==> src/rtl/data_bus_interface_pkg.sv <==
// -----------------------------------------------------------------------------
// data_bus_interface_pkg
//
// Shared definitions for the Wishbone B4 classic data-bus master:
//   - state_e         : master FSM states (IDLE, BUSY, HOLD)
//   - ZERO_WORD       : 32-bit zero returned on cpu_rdata when no load data
//   - DEFAULT_TIMEOUT : default BUSY-cycle limit before a timeout abort
//   - CNT_W           : width of the timeout counter (covers TIMEOUT 1..255)
// -----------------------------------------------------------------------------
package data_bus_interface_pkg;

  typedef enum logic [1:0] {
    ST_IDLE = 2'd0,  // no access outstanding; accept a new MEM request
    ST_BUSY = 2'd1,  // cyc/stb asserted, waiting for the slave ack
    ST_HOLD = 2'd2   // access done, pipeline frozen: replay the result
  } state_e;

  localparam logic [31:0] ZERO_WORD       = 32'h0000_0000;
  localparam int unsigned DEFAULT_TIMEOUT = 255;
  localparam int unsigned CNT_W           = 8;

  // Last counter value before abort. The counter is cleared on entry to BUSY,
  // so BUSY cycle n sees count n-1 and the abort lands in BUSY cycle TIMEOUT.
  function automatic logic [CNT_W-1:0] last_count(input int unsigned timeout);
    return CNT_W'(timeout - 1);
  endfunction

endpackage : data_bus_interface_pkg

==> src/rtl/data_bus_interface.sv <==
// -----------------------------------------------------------------------------
// data_bus_interface
//
// Wishbone B4 classic master for the MEM stage. A single-cycle data-memory
// request becomes a multi-cycle bus transaction. The block holds the pipeline
// with stall_req until the slave acks. It returns load data on cpu_rdata in
// the ack cycle. While another stage freezes the pipeline, it replays that
// data from a buffer so the access is not issued a second time. Pipeline
// flush or a bus timeout aborts the transaction.
//
// Parameters
//   TIMEOUT    max BUSY cycles without ack before abort (1..255)
//
// Ports
//   clk        in   rising-edge clock
//   rst        in   synchronous, active-high reset
//   cpu_ce     in   MEM-stage memory request valid
//   cpu_we     in   1 = store, 0 = load
//   cpu_addr   in   [31:0] byte address (passed unmodified)
//   cpu_sel    in   [3:0]  byte lanes, big-endian (4'b1000 = bits 31:24)
//   cpu_wdata  in   [31:0] lane-replicated store data
//   cpu_rdata  out  [31:0] load data to the MEM stage
//   stall_in   in   pipeline frozen by another stage
//   flush      in   exception flush, kills any in-progress request
//   stall_req  out  stall request to pipeline control
//   bus_err    out  one-cycle pulse on timeout abort
//   wb_adr_o   out  [31:0] registered Wishbone address
//   wb_dat_o   out  [31:0] registered Wishbone write data
//   wb_sel_o   out  [3:0]  registered Wishbone byte select
//   wb_we_o    out  registered Wishbone write enable
//   wb_stb_o   out  registered Wishbone strobe (always equal to wb_cyc_o)
//   wb_cyc_o   out  registered Wishbone cycle
//   wb_dat_i   in   [31:0] Wishbone read data
//   wb_ack_i   in   Wishbone acknowledge
// -----------------------------------------------------------------------------
module data_bus_interface
  import data_bus_interface_pkg::*;
#(
  parameter int unsigned TIMEOUT = DEFAULT_TIMEOUT
) (
  input  logic        clk,
  input  logic        rst,

  input  logic        cpu_ce,
  input  logic        cpu_we,
  input  logic [31:0] cpu_addr,
  input  logic [3:0]  cpu_sel,
  input  logic [31:0] cpu_wdata,
  output logic [31:0] cpu_rdata,

  input  logic        stall_in,
  input  logic        flush,
  output logic        stall_req,
  output logic        bus_err,

  output logic [31:0] wb_adr_o,
  output logic [31:0] wb_dat_o,
  output logic [3:0]  wb_sel_o,
  output logic        wb_we_o,
  output logic        wb_stb_o,
  output logic        wb_cyc_o,
  input  logic [31:0] wb_dat_i,
  input  logic        wb_ack_i
);

  localparam logic [CNT_W-1:0] CNT_LAST = last_count(TIMEOUT);

  state_e           state_q,  state_d;
  logic [31:0]      adr_q,    adr_d;
  logic [31:0]      dat_q,    dat_d;
  logic [3:0]       sel_q,    sel_d;
  logic             we_q,     we_d;
  logic             cyc_q,    cyc_d;
  logic [31:0]      rd_buf_q, rd_buf_d;
  logic [CNT_W-1:0] cnt_q,    cnt_d;

  // ---------------------------------------------------------------------------
  // Next-state and combinational outputs
  // ---------------------------------------------------------------------------
  always_comb begin
    // NOTE: every signal assigned here gets a default first, so no path
    // through the case/if tree can leave one unassigned and infer a latch.
    state_d   = state_q;
    adr_d     = adr_q;
    dat_d     = dat_q;
    sel_d     = sel_q;
    we_d      = we_q;
    cyc_d     = cyc_q;
    rd_buf_d  = rd_buf_q;
    cnt_d     = cnt_q;
    stall_req = 1'b0;
    cpu_rdata = ZERO_WORD;
    bus_err   = 1'b0;

    if (rst) begin
      // Register reset happens in the sequential block. Keeping the
      // combinational outputs quiet here means nothing leaks out while
      // reset is held.
    end else if (flush) begin
      // Kill whatever is in flight. A late ack from the slave is then seen
      // in IDLE, where it has no effect.
      cyc_d   = 1'b0;
      state_d = ST_IDLE;
    end else begin
      unique case (state_q)
        ST_IDLE: begin
          if (cpu_ce) begin
            stall_req = 1'b1;
            adr_d     = cpu_addr;
            dat_d     = cpu_wdata;
            sel_d     = cpu_sel;
            we_d      = cpu_we;
            cyc_d     = 1'b1;
            cnt_d     = '0;
            state_d   = ST_BUSY;
          end
        end

        ST_BUSY: begin
          if (wb_ack_i) begin
            // Load data goes straight to the MEM stage in the ack cycle and is
            // also buffered in case the pipeline stays frozen.
            cpu_rdata = cpu_we ? ZERO_WORD : wb_dat_i;
            rd_buf_d  = cpu_we ? ZERO_WORD : wb_dat_i;
            cyc_d     = 1'b0;
            we_d      = 1'b0;
            sel_d     = 4'b0000;
            state_d   = stall_in ? ST_HOLD : ST_IDLE;
          end else if (cnt_q == CNT_LAST) begin
            // Timeout: release the pipeline with zero data and flag the error.
            bus_err   = 1'b1;
            cyc_d     = 1'b0;
            rd_buf_d  = ZERO_WORD;
            state_d   = stall_in ? ST_HOLD : ST_IDLE;
          end else begin
            stall_req = 1'b1;
            cnt_d     = cnt_q + 1'b1;
          end
        end

        ST_HOLD: begin
          // The MEM instruction is still present with cpu_ce high. Staying
          // here stops it from starting a second bus access.
          cpu_rdata = rd_buf_q;
          if (!stall_in) begin
            state_d = ST_IDLE;
          end
        end

        default: begin
          state_d = ST_IDLE;
          cyc_d   = 1'b0;
        end
      endcase
    end
  end

  // ---------------------------------------------------------------------------
  // State registers
  // ---------------------------------------------------------------------------
  // NOTE: sequential state uses non-blocking assignments, so every register
  // samples the values from before the edge and their order does not matter.
  always_ff @(posedge clk) begin
    if (rst) begin
      state_q  <= ST_IDLE;
      adr_q    <= ZERO_WORD;
      dat_q    <= ZERO_WORD;
      sel_q    <= 4'b0000;
      we_q     <= 1'b0;
      cyc_q    <= 1'b0;
      rd_buf_q <= ZERO_WORD;
      cnt_q    <= '0;
    end else begin
      state_q  <= state_d;
      adr_q    <= adr_d;
      dat_q    <= dat_d;
      sel_q    <= sel_d;
      we_q     <= we_d;
      cyc_q    <= cyc_d;
      rd_buf_q <= rd_buf_d;
      cnt_q    <= cnt_d;
    end
  end

  // All Wishbone outputs come directly from registers. stb mirrors cyc
  // because classic single transfers never de-assert stb inside a cycle.
  assign wb_adr_o = adr_q;
  assign wb_dat_o = dat_q;
  assign wb_sel_o = sel_q;
  assign wb_we_o  = we_q;
  assign wb_cyc_o = cyc_q;
  assign wb_stb_o = cyc_q;

endmodule : data_bus_interface

==> config.mk <==
export PLATFORM = sky130hd
export DESIGN_NAME = data_bus_interface
export DESIGN_NICKNAME = d
export VERILOG_FILES = /design/src/rtl/data_bus_interface_pkg.sv /design/src/rtl/data_bus_interface.sv
export SDC_FILE = /design/constraint.sdc
export NUM_CORES = 1
export LEC_CHECK = 0
export BUFFER_PORTS_ARGS = -buffer_cell sky130_fd_sc_hd__clkbuf_2
export CORE_MARGIN = 2
export CORE_UTILIZATION = 47
export DETAILED_ROUTE_END_ITERATION = 12
export PLACE_DENSITY = 0.81
export SLEW_MARGIN = 15
export SYNTH_ARGS = -nofsm -noshare
export SYNTH_HDL_FRONTEND = slang
export SYNTH_SLANG_ARGS = --single-unit
==> constraint.sdc <==
create_clock -name clk -period 2.15 [get_ports clk]
set_input_delay 0.3225 -clock clk [delete_from_list [all_inputs] [get_ports clk]]
set_output_delay 0.3225 -clock clk [all_outputs]
set_load 0.02 [all_outputs]
* Word level (Yosys, flattened, before mapping)
Index checks and enable logic that the tools add are counted.
** Cells by class
- Equal/unequal tests :: 9
- Reductions and logical operators :: 10
- $add $sub $neg :: 1
- Bitwise gates (word level) :: 2
- Muxes and demuxes :: 38
** Operators with widths (count)
- $mux 32 :: 6
- $pmux 32 s2 :: 1
- $mux 8 :: 3
- $pmux 8 s2 :: 1
- $mux 1 :: 15
- $reduce_and 3->1 :: 4
- $mux 2 :: 5
- $ne 2x2->1 const B :: 5
- $add 8x1->8 const B :: 1
- $eq 8x8->1 const B :: 1
- $mux 4 :: 2
- $pmux 4 s2 :: 1
- $pmux 2 s3 :: 1
- $reduce_and 5->1 :: 1
- $pmux 1 s2 :: 2
- $reduce_and 4->1 :: 1
- $reduce_bool 2->1 :: 2
- $ne 3x3->1 const B :: 1
- $pmux 1 s3 :: 1
- $eq 2x1->1 const B :: 1
- $eq 2x2->1 const B :: 1
- $logic_not 2->1 :: 1
- $not 1->1 :: 2
- $reduce_or 2->1 :: 1
** Storage, ports and cells
- Word-level logic and storage cells :: 68
- Bits in registers :: 112

* Logic depth before layout (Yosys ltp)
- Word-level depth :: 6
- Depth in mapped cells :: 8
- Gate-level depth less buffers :: 6

* Least setup slack after synthesis
OpenSTA, ideal clock, no wires.
- Kind :: register to output
- Start point :: reg state_q[1]
- End point :: out cpu_rdata[0]
- Path slack :: 0.089 ns
- Arrival :: 1.738 ns
- Data required time :: 1.827 ns
- Cell stages (with the launch flop) :: 8
- Buffers on the path :: 1
- Path through :: dfxtp_1 inv_1 ha_1 inv_1 nor3b_1 clkbuf_1 a22oi_1 nor2_1
** Between the ends
- Word-level cells in the longest chain between the ends :: 4
- Elaborated cells on any way between the ends :: 5
** RTL lines
- start: declaration :: line data_bus_interface.sv:68 : state_e state_q, state_d;
- start signal: assignment :: line data_bus_interface.sv:174 : state_q <= state_d;
- $eq 2x2->1 / $eq 2x1->1 (equally long branches) :: line data_bus_interface.sv:105 : unique case (state_q)
- $pmux 32 s2 * :: line data_bus_interface.sv:105
- $mux 32 * :: line data_bus_interface.sv:99 : end else if (flush) begin
- $mux 32 * :: line data_bus_interface.sv:95 : if (rst) begin
- end: declaration :: line data_bus_interface.sv:49 : output logic [31:0] cpu_rdata,
Every way passes the cells marked *; elsewhere a longest branch is shown, timed or not.

* Final worst setup path
- Start point :: reg state_q[1]
- End point :: out cpu_rdata[11]
Same word-level chain as after synthesis.

==> impl_results.md <==
- Worst vdd ir: 316 µV
- Reg-to-reg critical path startpoint: state_q[1]$_SDFFE_PP0P_
- DPL Wire Length: around 9500 µm
- Hold Path Sink: wb_dat_o[9]$_SDFFE_PP0P_
- Layout cells sized above 1: about a third
- Setup slack, reg-to-reg: about 50 ps
- Die height: 105 µm
- Reg clk slew, reported paths: between 100 and 150 ps
- Cell taking the most area after synthesis: dfxtp_1
- Share of the clock period used by the worst path: 101%
- Final min period: 2180 ps
- Vias per cell: approximately 5.3
- Number of setup violations in the final report: 9
- Ys async rst share: 0%
- Maximum clock insertion buffer count: 2
- Fin nets: just over 900
- R2R Path End: cnt_q[1]$_SDFFE_PP0P_
- CP max stage delay: about 370 ps
- Global route overflow: 0
- Power, Total: ~4.2 mW
- Final Instance Area: around 6600 µm²
- Crit path capture type: primary output
- Gate Count Post-Synth: a little over 600
- FF+latch count, synth: around 110
- Fillers: 819
- Most frequent cells in the layout: 202 x nand2_1, 177 x clkbuf_2, 109 x dfxtp_1, 76 x a21oi_1, 50 x buf_4
- Max Slew Vio Count: 0
- Worst setup startpoint: state_q[1]$_SDFFE_PP0P_
- CTS Buf Count: 9
- RSZ-0062 raised after global routing: yes
- Clock Skews: between 10 and 15 ps
- Failing checks: setup timing
- Initial antenna violation count: 0
- Die width: approximately 110 µm
- Power per cell area: roughly 640 nW/µm²
- Hold Vio Cnt, Final: 0
- Area after DPL: between 6000 and 7000 µm²
- Crit-path max FO: 8
- Max_slew headroom: 59.1%
- Register area: 2250 µm²
- Setup crit start kind: flop
- Yosys warns: 0
- Crit path kind: flop to primary output
- Initial Util: 48.7%
- Final Non-Filler Cells: roughly 950
- Gp weighted congestion: about 0.85
- Root Buffer: clkbuf_8
- Post-synthesis sequential area ratio: a little under half
- Worst hold-check path type: input port to flop
- Antenna Cells: 0
- Most frequent CP cell: inv_4
- Final hold slack: 159 ps
- Final setup margin: -31.9 ps
- Ranking of synthesized cells by area: dfxtp_1 47%, nand2_1 16%, a21oi_1 7.9%, mux2i_1 7.1%, a22oi_1 5.0%
- Via count: ~5000
- Sink Count: 112
- Largest net degree at the start of global routing: 79
- DR DRC count: 0
- Post-synthesis cell type count: 41
- First-pass GRT wire length: between 20000 and 25000 µm
- CTS tree: done
- Cts-stage hold buffer count: 0
- Total iterations of the first detailed-routing run: 5
- # rows: 36
- Worst EP arrival: around 1900 ps
- Setup TNS after final layout: -101 ps
- Top-area cell type share of the netlist area: 46.7%
- Core area: roughly 10000 µm²
- Post-synth EDFFs: 0
- Latest clock arrival within the worst-skew pair: around 370 ps
- Hold_sp: cpu_wdata[9]
- Iter 0 DRT Violations: around 380
- Crit path cell chain: inv_4 > ha_4 > inv_4 > nor3b_4 > buf_6 > buf_12 > a22oi_1 > nor2_1 > buf_4
- Ys flop type: dfxtp_1
- # IOs: approximately 210
- Run status: complete, but fails checks
- Fmax: around 460 MHz
- Maxcap violations: 0
- Final ANT Viol Nets: 0
- Placed Instances: 925
- GRT Resource Usage Total: between 20% and 30%
- Port bufs: roughly 210
- Hold Path Depth: 3
- Worst path required time: ~1800 ps
- DIE AREA: between 10000 and 15000 µm²
- Syn avg cell area: between 7 and 8 µm²
- Layout area overhead: 37.3%
- Worst Reg2Reg Path Length in Cells: 8
- Worst slew pin tran: approximately 610 ps
- Mapped Area: 4800 µm²
- Drt total wl: ~14000 µm
- Area of the multi-input gates: 2420 µm²
- Number of global-route vias before repair: about 4700
- Commonest non-fill, non-tap cell in the layout: nand2_1
- Routed len/inst: ~15 µm
- Syn nets: between 700 and 800
- CTS H-tree lvls: 3
- LEAKAGE: roughly 2.7 nW
- Slowest CP cell: dfxtp_4
logic make-up after synthesis:
| group | synth area share (%) |
|---|---|
| muxes | 7.09 |
| DFF | 46.7 |
| adders and majority gates | 1.56 |
| AOI/OAI and AO/OA | 16.2 |
| and+or+nand+nor | 24.0 |
| buffers and inverters | 4.51 |
worst max path at each step:
stage                          to  slack (ps)  depth (start not counted)
finish              cpu_rdata[11]         -30                          9
global route        cpu_rdata[14]        -120                          9
CTS                 cpu_rdata[27]         -50                          9
detailed placement  cpu_rdata[27]          50                          8
global placement    cpu_rdata[12]         200                          8
floorplan            cpu_rdata[0]          90                          7
area by class of cell:
| cell class | instances | share of cell area [%] |
|---|---|---|
| well taps | 133 | 2.52 |
| multi-input cells | 448 | 36.8 |
| clock buffers | 10 | 2.09 |
| inverters | 6 | 0.418 |
| repair buffers | 239 | 22.6 |
| flip-flops and latches | 112 | 34.1 |
| clock inverters | 6 | 1.48 |
synthesized netlist by cell type (3+ instances only):
library cell  instances
nand2_1             202
dfxtp_1             112
a21oi_1              76
nor2_1               39
mux2i_1              34
clkbuf_1             33
a22oi_1              32
nand3_1              11
ha_1                  6
nand2b_1              6
buf_1                 5
inv_1                 5
nor3_1                5
o21ai_0               5
buf_4                 4
a31oi_1               3
layer usage:
layer,GRT usage [%],part of all wire (%)
met1,29.2,42
met2,43.0,50
met3,4.49,5.5
met4,10.9,2.7
met5,0,0
power by group:
| group | total (mW) | switching (mW) | internal [mW] |
|---|---|---|---|
| sequential | 2.18 | 0.0370 | 2.14 |
| combinational | 0.609 | 0.370 | 0.239 |
| clock | 1.43 | 0.720 | 0.707 |
| total | 4.22 | 1.13 | 3.09 |
flip-flops by register name, summed over array words and instances, names as in the netlist:
name      cells
wb_sel_o      4
cnt_q         8
wb_dat_o     32
rd_buf_q     32
wb_adr_o     32
state_q       2
wb_cyc_o      1
wb_we_o       1
worst max-delay path: cells and delay by family (launching register included):
kind	cells	cell delay, ps
and+or+nand+nor	2	360
AOI/OAI and AO/OA	1	70
buffers and inverters	5	550
DFF	1	370
adders and majority gates	1	140
stage by stage:
step | util, % | worst slack (ps)
detailed placement | 61.0 | 53.6
finish | 66.8 | -31.9
global placement | 61.0 | 196
CTS | 66.0 | -49.9
global route | 66.8 | -116
floorplan | - | 89.0
timing repair:
item,4_1_cts,5_1_grt
buffers inserted,8,4
pin swaps,11,19
resized for setup,46,52
endpoints found under the setup margin,34,34
cloned,3,0
No activity file was read; power rests on OpenSTA's default activity.
